**config.mk**
```make
export PLATFORM = sky130hd
export DESIGN_NAME = wb_select_stage_flat
export DESIGN_NICKNAME = d
export VERILOG_FILES = /design/src/rtl/wb_pkg.sv /design/src/rtl/wb_select_stage_if.sv /design/src/rtl/wb_load_align.sv /design/src/rtl/wb_select_stage.sv /design/src/flat_wrapper.sv
export SDC_FILE = /design/constraint.sdc
export NUM_CORES = 1
export LEC_CHECK = 0
export CAP_MARGIN = 20
export CORE_MARGIN = 3
export CORE_UTILIZATION = 44
export CTS_CLUSTER_DIAMETER = 200
export DETAILED_ROUTE_END_ITERATION = 8
export MAX_ROUTING_LAYER = met4
export PLACE_DENSITY = 0.82
export SETUP_SLACK_MARGIN = 0.15
export SLEW_MARGIN = 5
export SYNTH_ARGS = -nofsm -noshare
export SYNTH_HDL_FRONTEND = slang
export SYNTH_SLANG_ARGS = --single-unit
```
**constraint.sdc**
```tcl
create_clock -name clk -period 2.65 [get_ports clk]
set_input_delay 0.3975 -clock clk [delete_from_list [all_inputs] [get_ports clk]]
set_output_delay 0.3975 -clock clk [all_outputs]
set_load 0.02 [all_outputs]
```
**src/rtl/wb_pkg.sv**
```systemverilog
`default_nettype none
// ============================================================================
// Module      : wb_pkg
// Description : Write-back source indices, load-size codes and skid states.
// Revision    : 1.0
// ============================================================================
package wb_pkg;

    localparam int SRC_ALU      = 0;
    localparam int SRC_MEM      = 1;
    localparam int SRC_PC4      = 2;
    localparam int SRC_IMM      = 3;
    localparam int SRC_EXT_BASE = 4;

    localparam logic [1:0] LD_BYTE  = 2'b00;
    localparam logic [1:0] LD_HALF  = 2'b01;
    localparam logic [1:0] LD_WORD  = 2'b10;
    localparam logic [1:0] LD_DWORD = 2'b11;

    localparam logic [1:0] c_st_empty = 2'd0;
    localparam logic [1:0] c_st_one   = 2'd1;
    localparam logic [1:0] c_st_full  = 2'd2;

    function automatic int ext_width(input int data_w, input int nsrc);
        return (nsrc > 4) ? (nsrc - 4) * data_w : 1;
    endfunction

endpackage
`default_nettype wire

```
**src/rtl/wb_select_stage_if.sv**
```systemverilog
`default_nettype none
// ============================================================================
// Module      : wb_select_stage_if
// Description : Upstream result bus and register-file/forwarding bus.
// Revision    : 1.0
// ============================================================================
interface wb_select_stage_if
    import wb_pkg::*;
#(
    parameter int DATA_W  = 32,
    parameter int NSRC    = 4,
    parameter int RADDR_W = 5
);
    localparam int SEL_W = $clog2(NSRC);
    localparam int EXT_W = ext_width(DATA_W, NSRC);

    logic               in_valid;
    logic               in_ready;
    logic [SEL_W-1:0]   in_sel;
    logic [DATA_W-1:0]  src_alu;
    logic [DATA_W-1:0]  src_mem;
    logic [DATA_W-1:0]  src_pc4;
    logic [DATA_W-1:0]  src_imm;
    logic [EXT_W-1:0]   src_ext;
    logic [1:0]         ld_size;
    logic               ld_unsigned;
    logic [2:0]         byte_off;
    logic [RADDR_W-1:0] in_rd;
    logic               in_we;
    logic               out_valid;
    logic               out_ready;
    logic               wr_en;
    logic [RADDR_W-1:0] wr_addr;
    logic [DATA_W-1:0]  wr_data;
    logic               fwd_hit_valid;
    logic [RADDR_W-1:0] fwd_addr;
    logic [DATA_W-1:0]  fwd_data;

    modport master (
        output in_valid, in_sel, src_alu, src_mem, src_pc4, src_imm, src_ext,
               ld_size, ld_unsigned, byte_off, in_rd, in_we, out_ready,
        input  in_ready, out_valid, wr_en, wr_addr, wr_data,
               fwd_hit_valid, fwd_addr, fwd_data
    );

    modport slave (
        input  in_valid, in_sel, src_alu, src_mem, src_pc4, src_imm, src_ext,
               ld_size, ld_unsigned, byte_off, in_rd, in_we, out_ready,
        output in_ready, out_valid, wr_en, wr_addr, wr_data,
               fwd_hit_valid, fwd_addr, fwd_data
    );

endinterface
`default_nettype wire

```
**src/rtl/wb_load_align.sv**
```systemverilog
`default_nettype none
// ============================================================================
// Module      : wb_load_align
// Description : Extracts and sign/zero-extends the loaded lane of src_mem.
// Revision    : 1.0
// ============================================================================
module wb_load_align
    import wb_pkg::*;
#(
    parameter int DATA_W = 32
) (
    input  wire logic [DATA_W-1:0] src_mem,
    input  wire logic [1:0]        ld_size,
    input  wire logic              ld_unsigned,
    input  wire logic [2:0]        byte_off,
    output logic      [DATA_W-1:0] load_data
);

    // A 32-bit datapath has only four byte lanes, so the top offset bit drops out.
    localparam logic [2:0] c_off_mask = (DATA_W == 64) ? 3'd7 : 3'd3;

    logic [2:0]        w_off;
    logic [31:0]       w_low;
    logic [DATA_W-1:0] w_word;
    logic [DATA_W-1:0] w_dword;
    logic              w_sign_b;
    logic              w_sign_h;

    always_comb begin
        w_off = 3'd0;
        case (ld_size)
            LD_BYTE: w_off = byte_off & c_off_mask;
            LD_HALF: w_off = {byte_off[2:1], 1'b0} & c_off_mask;
            LD_WORD: w_off = {byte_off[2], 2'b00} & c_off_mask;
            default: w_off = 3'd0;
        endcase
    end

    assign w_low    = 32'(src_mem >> {w_off, 3'b000});
    assign w_sign_b = ~ld_unsigned & w_low[7];
    assign w_sign_h = ~ld_unsigned & w_low[15];

    generate
        if (DATA_W == 64) begin : g_w64
            assign w_word  = {{32{~ld_unsigned & w_low[31]}}, w_low};
            assign w_dword = src_mem;
        end else begin : g_w32
            assign w_word  = w_low;
            assign w_dword = w_low;
        end
    endgenerate

    always_comb begin
        load_data = w_word;
        case (ld_size)
            LD_BYTE:  load_data = {{(DATA_W-8){w_sign_b}}, w_low[7:0]};
            LD_HALF:  load_data = {{(DATA_W-16){w_sign_h}}, w_low[15:0]};
            LD_WORD:  load_data = w_word;
            default:  load_data = w_dword;
        endcase
    end

endmodule
`default_nettype wire

```
**src/rtl/wb_select_stage.sv**
```systemverilog
`default_nettype none
// ============================================================================
// Module      : wb_select_stage
// Description : Write-back source select with a 2-entry skid output buffer.
// Revision    : 1.0
// ============================================================================
module wb_select_stage
    import wb_pkg::*;
#(
    parameter int DATA_W  = 32,
    parameter int NSRC    = 4,
    parameter int RADDR_W = 5
) (
    input  wire logic        clk,
    input  wire logic        rst_n,
    wb_select_stage_if.slave bus
);

    logic [DATA_W-1:0]  w_load_data;
    logic [DATA_W-1:0]  w_ext_data;
    logic               w_ext_hit;
    logic [DATA_W-1:0]  w_sel_data;
    logic               w_accept;
    logic               w_drain;
    logic               w_out_valid;
    logic               w_main_live;

    logic [1:0]         r_state;
    logic               r_in_ready;
    logic [DATA_W-1:0]  r_main_data;
    logic [RADDR_W-1:0] r_main_rd;
    logic               r_main_we;
    logic [DATA_W-1:0]  r_skid_data;
    logic [RADDR_W-1:0] r_skid_rd;
    logic               r_skid_we;

    wb_load_align #(.DATA_W(DATA_W)) u_load_align (
        .src_mem     (bus.src_mem),
        .ld_size     (bus.ld_size),
        .ld_unsigned (bus.ld_unsigned),
        .byte_off    (bus.byte_off),
        .load_data   (w_load_data)
    );

    generate
        if (NSRC > 4) begin : g_ext
            always_comb begin
                w_ext_data = bus.src_alu;
                w_ext_hit  = 1'b0;
                for (int k = 0; k < NSRC - 4; k++) begin
                    if (int'(bus.in_sel) == SRC_EXT_BASE + k) begin
                        w_ext_data = bus.src_ext[k*DATA_W +: DATA_W];
                        w_ext_hit  = 1'b1;
                    end
                end
            end
        end else begin : g_no_ext
            logic w_unused_ext;
            assign w_unused_ext = ^bus.src_ext;
            assign w_ext_data   = bus.src_alu;
            assign w_ext_hit    = 1'b0;
        end
    endgenerate

    // Indices at or above NSRC fall back to the ALU result.
    always_comb begin
        w_sel_data = bus.src_alu;
        if (int'(bus.in_sel) == SRC_MEM && NSRC > SRC_MEM)
            w_sel_data = w_load_data;
        else if (int'(bus.in_sel) == SRC_PC4 && NSRC > SRC_PC4)
            w_sel_data = bus.src_pc4;
        else if (int'(bus.in_sel) == SRC_IMM && NSRC > SRC_IMM)
            w_sel_data = bus.src_imm;
        else if (w_ext_hit)
            w_sel_data = w_ext_data;
    end

    assign w_out_valid = (r_state != c_st_empty);
    assign w_accept    = bus.in_valid & r_in_ready;
    assign w_drain     = w_out_valid & bus.out_ready;

    always_ff @(posedge clk or negedge rst_n) begin
        if (!rst_n) begin
            r_state     <= c_st_empty;
            r_in_ready  <= 1'b0;
            r_main_data <= '0;
            r_main_rd   <= '0;
            r_main_we   <= 1'b0;
            r_skid_data <= '0;
            r_skid_rd   <= '0;
            r_skid_we   <= 1'b0;
        end else begin
            case (r_state)
                c_st_empty: begin
                    r_in_ready <= 1'b1;
                    if (w_accept) begin
                        r_main_data <= w_sel_data;
                        r_main_rd   <= bus.in_rd;
                        r_main_we   <= bus.in_we;
                        r_state     <= c_st_one;
                    end
                end
                c_st_one: begin
                    r_in_ready <= 1'b1;
                    if (w_accept && w_drain) begin
                        r_main_data <= w_sel_data;
                        r_main_rd   <= bus.in_rd;
                        r_main_we   <= bus.in_we;
                    end else if (w_accept) begin
                        r_skid_data <= w_sel_data;
                        r_skid_rd   <= bus.in_rd;
                        r_skid_we   <= bus.in_we;
                        r_state     <= c_st_full;
                        r_in_ready  <= 1'b0;
                    end else if (w_drain) begin
                        r_state     <= c_st_empty;
                    end
                end
                c_st_full: begin
                    // The older entry leaves first; the skid entry moves up.
                    if (w_drain) begin
                        r_main_data <= r_skid_data;
                        r_main_rd   <= r_skid_rd;
                        r_main_we   <= r_skid_we;
                        r_state     <= c_st_one;
                        r_in_ready  <= 1'b1;
                    end else begin
                        r_in_ready  <= 1'b0;
                    end
                end
                default: begin
                    r_state    <= c_st_empty;
                    r_in_ready <= 1'b1;
                end
            endcase
        end
    end

    assign w_main_live       = w_out_valid & r_main_we & (r_main_rd != '0);
    assign bus.in_ready      = r_in_ready;
    assign bus.out_valid     = w_out_valid;
    assign bus.wr_en         = w_main_live & bus.out_ready;
    assign bus.wr_addr       = r_main_rd;
    assign bus.wr_data       = r_main_data;
    assign bus.fwd_hit_valid = w_main_live;
    assign bus.fwd_addr      = r_main_rd;
    assign bus.fwd_data      = r_main_data;

endmodule
`default_nettype wire

```
**src/flat_wrapper.sv**
```systemverilog
// flat-port wrapper written by rule: the top's interface ports become plain ports
module wb_select_stage_flat import wb_pkg::*;
#(
    parameter int DATA_W  = 32,
    parameter int NSRC    = 4,
    parameter int RADDR_W = 5
)
  (clk, rst_n, bus_in_valid, bus_in_sel, bus_src_alu, bus_src_mem, bus_src_pc4, bus_src_imm, bus_src_ext, bus_ld_size, bus_ld_unsigned, bus_byte_off, bus_in_rd, bus_in_we, bus_out_ready, bus_in_ready, bus_out_valid, bus_wr_en, bus_wr_addr, bus_wr_data, bus_fwd_hit_valid, bus_fwd_addr, bus_fwd_data);
  wb_select_stage_if #(.DATA_W(DATA_W), .NSRC(NSRC), .RADDR_W(RADDR_W)) bus_i ();
  input  wire logic clk;
  input  wire logic rst_n;
  input wire logic [$bits(bus_i.in_valid)-1:0] bus_in_valid;
  input wire logic [$bits(bus_i.in_sel)-1:0] bus_in_sel;
  input wire logic [$bits(bus_i.src_alu)-1:0] bus_src_alu;
  input wire logic [$bits(bus_i.src_mem)-1:0] bus_src_mem;
  input wire logic [$bits(bus_i.src_pc4)-1:0] bus_src_pc4;
  input wire logic [$bits(bus_i.src_imm)-1:0] bus_src_imm;
  input wire logic [$bits(bus_i.src_ext)-1:0] bus_src_ext;
  input wire logic [$bits(bus_i.ld_size)-1:0] bus_ld_size;
  input wire logic [$bits(bus_i.ld_unsigned)-1:0] bus_ld_unsigned;
  input wire logic [$bits(bus_i.byte_off)-1:0] bus_byte_off;
  input wire logic [$bits(bus_i.in_rd)-1:0] bus_in_rd;
  input wire logic [$bits(bus_i.in_we)-1:0] bus_in_we;
  input wire logic [$bits(bus_i.out_ready)-1:0] bus_out_ready;
  output wire logic [$bits(bus_i.in_ready)-1:0] bus_in_ready;
  output wire logic [$bits(bus_i.out_valid)-1:0] bus_out_valid;
  output wire logic [$bits(bus_i.wr_en)-1:0] bus_wr_en;
  output wire logic [$bits(bus_i.wr_addr)-1:0] bus_wr_addr;
  output wire logic [$bits(bus_i.wr_data)-1:0] bus_wr_data;
  output wire logic [$bits(bus_i.fwd_hit_valid)-1:0] bus_fwd_hit_valid;
  output wire logic [$bits(bus_i.fwd_addr)-1:0] bus_fwd_addr;
  output wire logic [$bits(bus_i.fwd_data)-1:0] bus_fwd_data;
  assign bus_i.in_valid = bus_in_valid;
  assign bus_i.in_sel = bus_in_sel;
  assign bus_i.src_alu = bus_src_alu;
  assign bus_i.src_mem = bus_src_mem;
  assign bus_i.src_pc4 = bus_src_pc4;
  assign bus_i.src_imm = bus_src_imm;
  assign bus_i.src_ext = bus_src_ext;
  assign bus_i.ld_size = bus_ld_size;
  assign bus_i.ld_unsigned = bus_ld_unsigned;
  assign bus_i.byte_off = bus_byte_off;
  assign bus_i.in_rd = bus_in_rd;
  assign bus_i.in_we = bus_in_we;
  assign bus_i.out_ready = bus_out_ready;
  assign bus_in_ready = bus_i.in_ready;
  assign bus_out_valid = bus_i.out_valid;
  assign bus_wr_en = bus_i.wr_en;
  assign bus_wr_addr = bus_i.wr_addr;
  assign bus_wr_data = bus_i.wr_data;
  assign bus_fwd_hit_valid = bus_i.fwd_hit_valid;
  assign bus_fwd_addr = bus_i.fwd_addr;
  assign bus_fwd_data = bus_i.fwd_data;
  wb_select_stage #(.DATA_W(DATA_W), .NSRC(NSRC), .RADDR_W(RADDR_W)) u_core (.clk(clk), .rst_n(rst_n), .bus(bus_i));
endmodule
```
# Word level (Yosys, flattened, before mapping)
# Cells that the tools add are included.
# word_totals
word_cells,65
in_bits,147
register_bits,79
out_inout_bits,78
# op_classes
reduce_logical,9
shifts,1
n_mux,27
bitwise,9
eq_ne,11
# ops
op,count
32-bit 2-to-1 mux,6
32-bit one-hot mux with 3 select lines,1
32-bit one-hot mux with 2 select lines,1
32-bit by 5-bit >> shifter with 32-bit output,1
5-bit 2-to-1 mux,3
5-bit one-hot mux with 3 select lines,1
2-bit 2-to-1 mux,5
4-bit AND reduction,2
1-bit bitwise AND,7
"2-bit by 1-bit equality test with 1-bit output, second input constant",3
"2-bit equality test, second input constant",3
1-bit 2-to-1 mux,6
"2-bit by 1-bit != test with 1-bit output, second input constant",3
2-bit one-hot mux with 3 select lines,1
5-bit nonzero test,1
2-bit logical NOT,2
2-bit one-hot mux with 2 select lines,1
"3-bit by 1-bit != test with 1-bit output, second input constant",1
1-bit one-hot mux with 3 select lines,1
3-bit AND reduction,1
3-bit nonzero test,1
"2-bit != test, second input constant",1
1-bit NOT,2
1-bit one-hot mux with 2 select lines,1
other kinds (2),2

# Longest topological paths before layout
# depth
word_depth,8
ltp_mapped,10
ltp_nobuf,8

# Modules after synthesis
# Synthesis repeated with hierarchy kept, for this count alone.
# unflattened
cells_unflattened,545
hier_area_um2,5833.1
# modules_own_cells
mod,cells_each,seq_area_each_um2,area_each_um2,n_inst
wb_select_stage,451,1976.9,5109.9,1
wb_load_align,94,0.0,723.2,1

# Least setup slack after synthesis
# Ideal clock, no wire load.
# synth_timing
path_type,reg2reg
startpoint,register u_core.r_state[0]
endpoint,register u_core.r_main_data[16] (netlist: u_core.bus.fwd_data[16])
setup_time_ns,0.136
required_ns,2.514
path_slack_ns,0.737
period_less_slack_ns,1.913
stages_incl_launch_ff,10
n_path_buf,2
arrival_time_ns,1.777
path_cell_list,dfrtp_1 -> inv_1 -> ha_1 -> nor2b_1 -> o22ai_1 -> nand2b_1 -> a21oi_1 -> buf_2 -> buf_2 -> a31oi_2
# synth_via
elab_chain_cells,5
word_cells_on_any_way,12
classes_between,5 x eq/ne; 1 x mux; 1 x bitwise; 5 x reduce/logical
# synth_lines
element,line,text
start: declaration,wb_select_stage.sv:28,logic [1:0] r_state;
start signal: assignment,wb_select_stage.sv:84,r_state <= c_st_empty;
start signal: assignment,wb_select_stage.sv:100,r_state <= c_st_one;
start signal: assignment,wb_select_stage.sv:113,r_state <= c_st_full;
2-bit nonzero test,wb_select_stage.sv:78,assign w_out_valid = (r_state != c_st_empty);
1-bit bitwise AND,wb_select_stage.sv:80,assign w_drain = w_out_valid & bus.out_ready;
1-bit logical AND,wb_select_stage.sv:105,if (w_accept && w_drain) begin
2-bit by 1-bit != test with 1-bit output (no line),-,
4-bit AND reduction (no line),-,
end signal: assignment,wb_select_stage.sv:97,r_main_data <= w_sel_data;
end signal: assignment,wb_select_stage.sv:106,r_main_data <= w_sel_data;
end signal: assignment,wb_select_stage.sv:122,r_main_data <= r_skid_data;
end: declaration,wb_select_stage.sv:30,logic [DATA_W-1:0] r_main_data;
# Parallel ways exist; a longest one is shown, timed or not.
# A chain may end at the register's enable or synchronous reset.

# Worst setup path in the final report
# layout_timing
startpoint,register u_core.r_main_rd[1] (netlist: u_core.bus.fwd_addr[1])
endpoint,output bus_wr_en
# layout_via
elab_chain_cells,3
# layout_lines
element,line,text
start: declaration,wb_select_stage.sv:31,logic [RADDR_W-1:0] r_main_rd;
start signal: assignment,wb_select_stage.sv:98,r_main_rd <= bus.in_rd;
start signal: assignment,wb_select_stage.sv:107,r_main_rd <= bus.in_rd;
start signal: assignment,wb_select_stage.sv:123,r_main_rd <= r_skid_rd;
5-bit nonzero test,wb_select_stage.sv:139,assign w_main_live = w_out_valid & r_main_we & (r_main_rd != '0);
1-bit bitwise AND,wb_select_stage.sv:139,
1-bit bitwise AND,wb_select_stage.sv:142,assign bus.wr_en = w_main_live & bus.out_ready;
end: declaration,flat_wrapper.sv:27,output wire logic [$bits(bus_i.wr_en)-1:0] bus_wr_en;
# Every way passes these cells.

==> results by group <==
Run status
  • Status: finished clean

Routing
  • First-pass DRT Iterations: 5
  • # DRC: 0
  • WL per Instance: 19.1 um
  • Vias/cell: approximately 5.6
  • Detailed Route WL: between 15000 and 20000 um
  • DR vias: between 5000 and 6000
  • Drt initial violations: 397
  • Post-route ant nets: 0

Floorplanning
  • Initial Util: 0.462
  • Die Area: 13700 um2
  • FP Rows: 39
  • Die Span Y: 117 um
  • DIE WIDTH: 117 um
  • Core Region: 11700 um2
  • Ports: 225

Logic synthesis
  • Post-synthesis sequential area ratio: 0.365
  • Ys Warns: 0
  • Yosys top cell by area: dfrtp_1
  • Share of Yosys cell area claimed by the top area cell type: 0.365
  • Cells after synthesis: 591
  • Syn_nets: 743
  • Mapped Area: 5410 um2
  • Syn avg cell area: 9.16 um2
  • FF+latch count, synth: 79
  • Synth area leaders: dfrtp_1 (37%), mux4_2 (6.7%), nand2_1 (6.3%)
  • Cell variety after synth: 45

Layout
  • Final std cells w/o fill: just over 900
  • Area grow syn2layout: 44.3%
  • Nets: 914
  • Antenna diodes: 0
  • Post-layout util: 0.667
  • Share of cells above drive strength 1: 0.137
  • Fillers: 942

Timing
  • Tmin final: around 2.3 ns
  • Rel. slew slack: 0.627
  • Period utilisation layout: 0.864
  • Setup TNS: 0 ns
  • Fmax achieved: 437 MHz
  • Clock Skews: approximately 0.0062 ns
  • Unrepaired setup endpoints after global routing: no
  • Finish-stage setup viols: 0
  • Final max-slew violation count: 0
  • Worst-Margin Slew: 0.558 ns
  • Fin. Hold Viols: 0

Critical path
  • Critical Path AT: about 1.9 ns
  • CP Launch Point: u_core.bus.fwd_addr[1]$_DFFE_PN0P_
  • CP startpoint kind: flop
  • R2R Path Start: u_core.r_state[0]$_DFFE_PN0P_
  • Critical path type: reg2out
  • CP endpoint kind: output port
  • Crit path required time: 2.25 ns
  • CP max FO: 4

Pwr
  • Int Power: 0.00452 W
  • Reg power frac: 0.295
  • Leak Pwr: 3.17 nW
  • Sw frac: 0.407
  • Pwr Density: 975 nW/um2
  • Max VDD drop: 0.533 mV
  • Combinational share of power: 0.546
  • Clock network power share: 0.159
  • P_sw: 0.00310 W

Placed design
  • IO Port Bufs: approximately 220
  • DP Wirelength: 13900 um
  • Number of placed cells counting well taps: 892
  • Gpl congestion: 0.907

Run
  • Max Cap Viol: 0

Clock tree
  • CTS Root Cell: clkbuf_16
  • Worst skew pair latency: 0.33 ns
  • CTS buffer count: 9
  • Number of clock sinks: a little under 80
  • CTS tree: built
  • # H-tree levels: 3
  • Clock slew at reported path FFs: about 0.060 ns
  • CTS max path bufs: 2

Global route
  • Vias in the first global route: 5165
  • Pin count of the biggest net entering global routing: 80
  • GRT overflow: 0
  • Initial antenna violation count: 0
  • Global Route Usage Sum: 0.267
  • First-pass GRT wire length: 27000 um

Min path
  • Worst min-delay path class: in2async
## placed cells by master, fill, tap and decap left out, drive strengths merged, types with 2 or more instances in the layout
cell,instances
clkdlybuf4s50,218
nand2,91
dfrtp,79
o21ai,46
a21oi,34
nor2,28
buf,25
inv,21
mux2,21
nand2b,20
a31oi,17
mux4,16
nand3b,16
o22ai,15
mux2i,13
nand3,13
clkbuf,10
o221ai,9
or3,8
o22a,8
o31ai,8
a221o,7
o311ai,6
o21a,6
nor2b,5
ha,5
clkinv,4
nor3,3
and2,2
## final cells by class
type | count | area, um2 | share of cell area
sequential | 79 | 1980 | 0.253
multi-input combinational | 405 | 2840 | 0.364
timing repair buffer | 246 | 2440 | 0.313
clock inverter | 6 | 61.3 | 0.00785
tap | 143 | 179 | 0.0229
clock buffer | 10 | 229 | 0.0293
inverter | 21 | 78.8 | 0.0101
## critical path, cell delays in order, from the launching register on
cell           delay [ns]
dfrtp_1              0.41
or3_1                0.37
o311a_1              0.31
and2_1               0.15
dlygate4sd2_1        0.31
## timing repair
action                                  4_1_cts  5_1_grt
gates resized for setup                       1        1
hold buffers                                  0        1
hold endpoints to repair                      0        9
buffers inserted                              0        0
endpoints found under the setup margin        1        1
## synthesized netlist by cell type, drive strengths merged
cell type / n
a21o: 1
a21oi: 34
a221o: 7
a31oi: 17
and2: 2
buf: 66
clkbuf: 20
dfrtp: 79
ha: 5
inv: 21
mux2: 21
mux2i: 13
mux4: 16
nand2: 91
nand2b: 20
nand3: 13
nand3b: 16
nand4b: 1
nand4bb: 1
nor2: 28
nor2b: 5
nor3: 3
nor3b: 1
o211ai: 1
o21a: 6
o21ai: 46
o221a: 1
o221ai: 9
o22a: 8
o22ai: 15
o311a: 1
o311ai: 6
o31ai: 8
or2: 1
or3: 8
## registers in the layout, indices dropped and copies added, names as in the netlist
register / flops
u_core.r_main_we: 1
u_core.bus.fwd_data: 32
u_core.r_skid_we: 1
u_core.bus.in_ready: 1
u_core.bus.fwd_addr: 5
u_core.r_state: 2
u_core.r_skid_rd: 5
u_core.r_skid_data: 32
## metal layers
metal	wire length, um	vias up	track usage	share of wire
met2	8870	205	0.449	0.51
met1	7000	2470	0.325	0.40
met3	1040	29	0.0458	0.060
li1	-	2420	-	-
met4	480	0	0.0894	0.028
met5	0	-	-	0
## kinds of logic (layout without fill, tap and decap cells)
logic type	count (synthesis)	in the layout	synth area share
flip-flops	79	79	0.365
multiplexers	50	50	0.134
buffers and inverters	107	283	0.112
AND/OR/NAND/NOR	190	190	0.175
AO/OA/AOI/OAI	160	160	0.202
adder cells (fa/ha/maj)	5	5	0.0116
## metrics by stage
stage,area [um2],hold WS [ns],setup WS (ns),power [W]
floorplan,5410,0.102,0.737,0.00487
global placement,7480,0.460,0.267,0.00625
detailed placement,7480,0.472,0.220,0.00644
CTS,7770,0.260,0.203,0.00766
global route,7810,0.444,0.265,0.00812
finish,7810,0.442,0.361,0.00761
## final timing paths
check                                                       to  slack, ns  cells past startpoint
max in group asynchronous   u_core.bus.fwd_data[5]$_DFFE_PN0P_       1.63                      3
min in group clk             u_core.r_skid_data[7]$_DFFE_PN0P_       0.48                      2
min reg2reg                  u_core.r_skid_data[7]$_DFFE_PN0P_       0.48                      2
max reg2reg                u_core.bus.fwd_data[20]$_DFFE_PN0P_       0.45                      8
min                         u_core.r_skid_data[22]$_DFFE_PN0P_       0.44                      2
max                                                  bus_wr_en       0.36                      4
## power by group through the flow
| stage | registers [W] | clock network [W] | logic [W] |
|---|---|---|---|
| 5_1_grt | 0.00232 | 0.00130 | 0.00450 |
| 3_5_place_dp | 0.00227 | 0 | 0.00417 |
| 2_1_floorplan | 0.00250 | 0 | 0.00236 |
| 4_1_cts | 0.00225 | 0.00122 | 0.00419 |
| 3_3_place_gp | 0.00222 | 0 | 0.00404 |
| 6_report | 0.00225 | 0.00121 | 0.00416 |
Power figures use the tool's default switching activity.
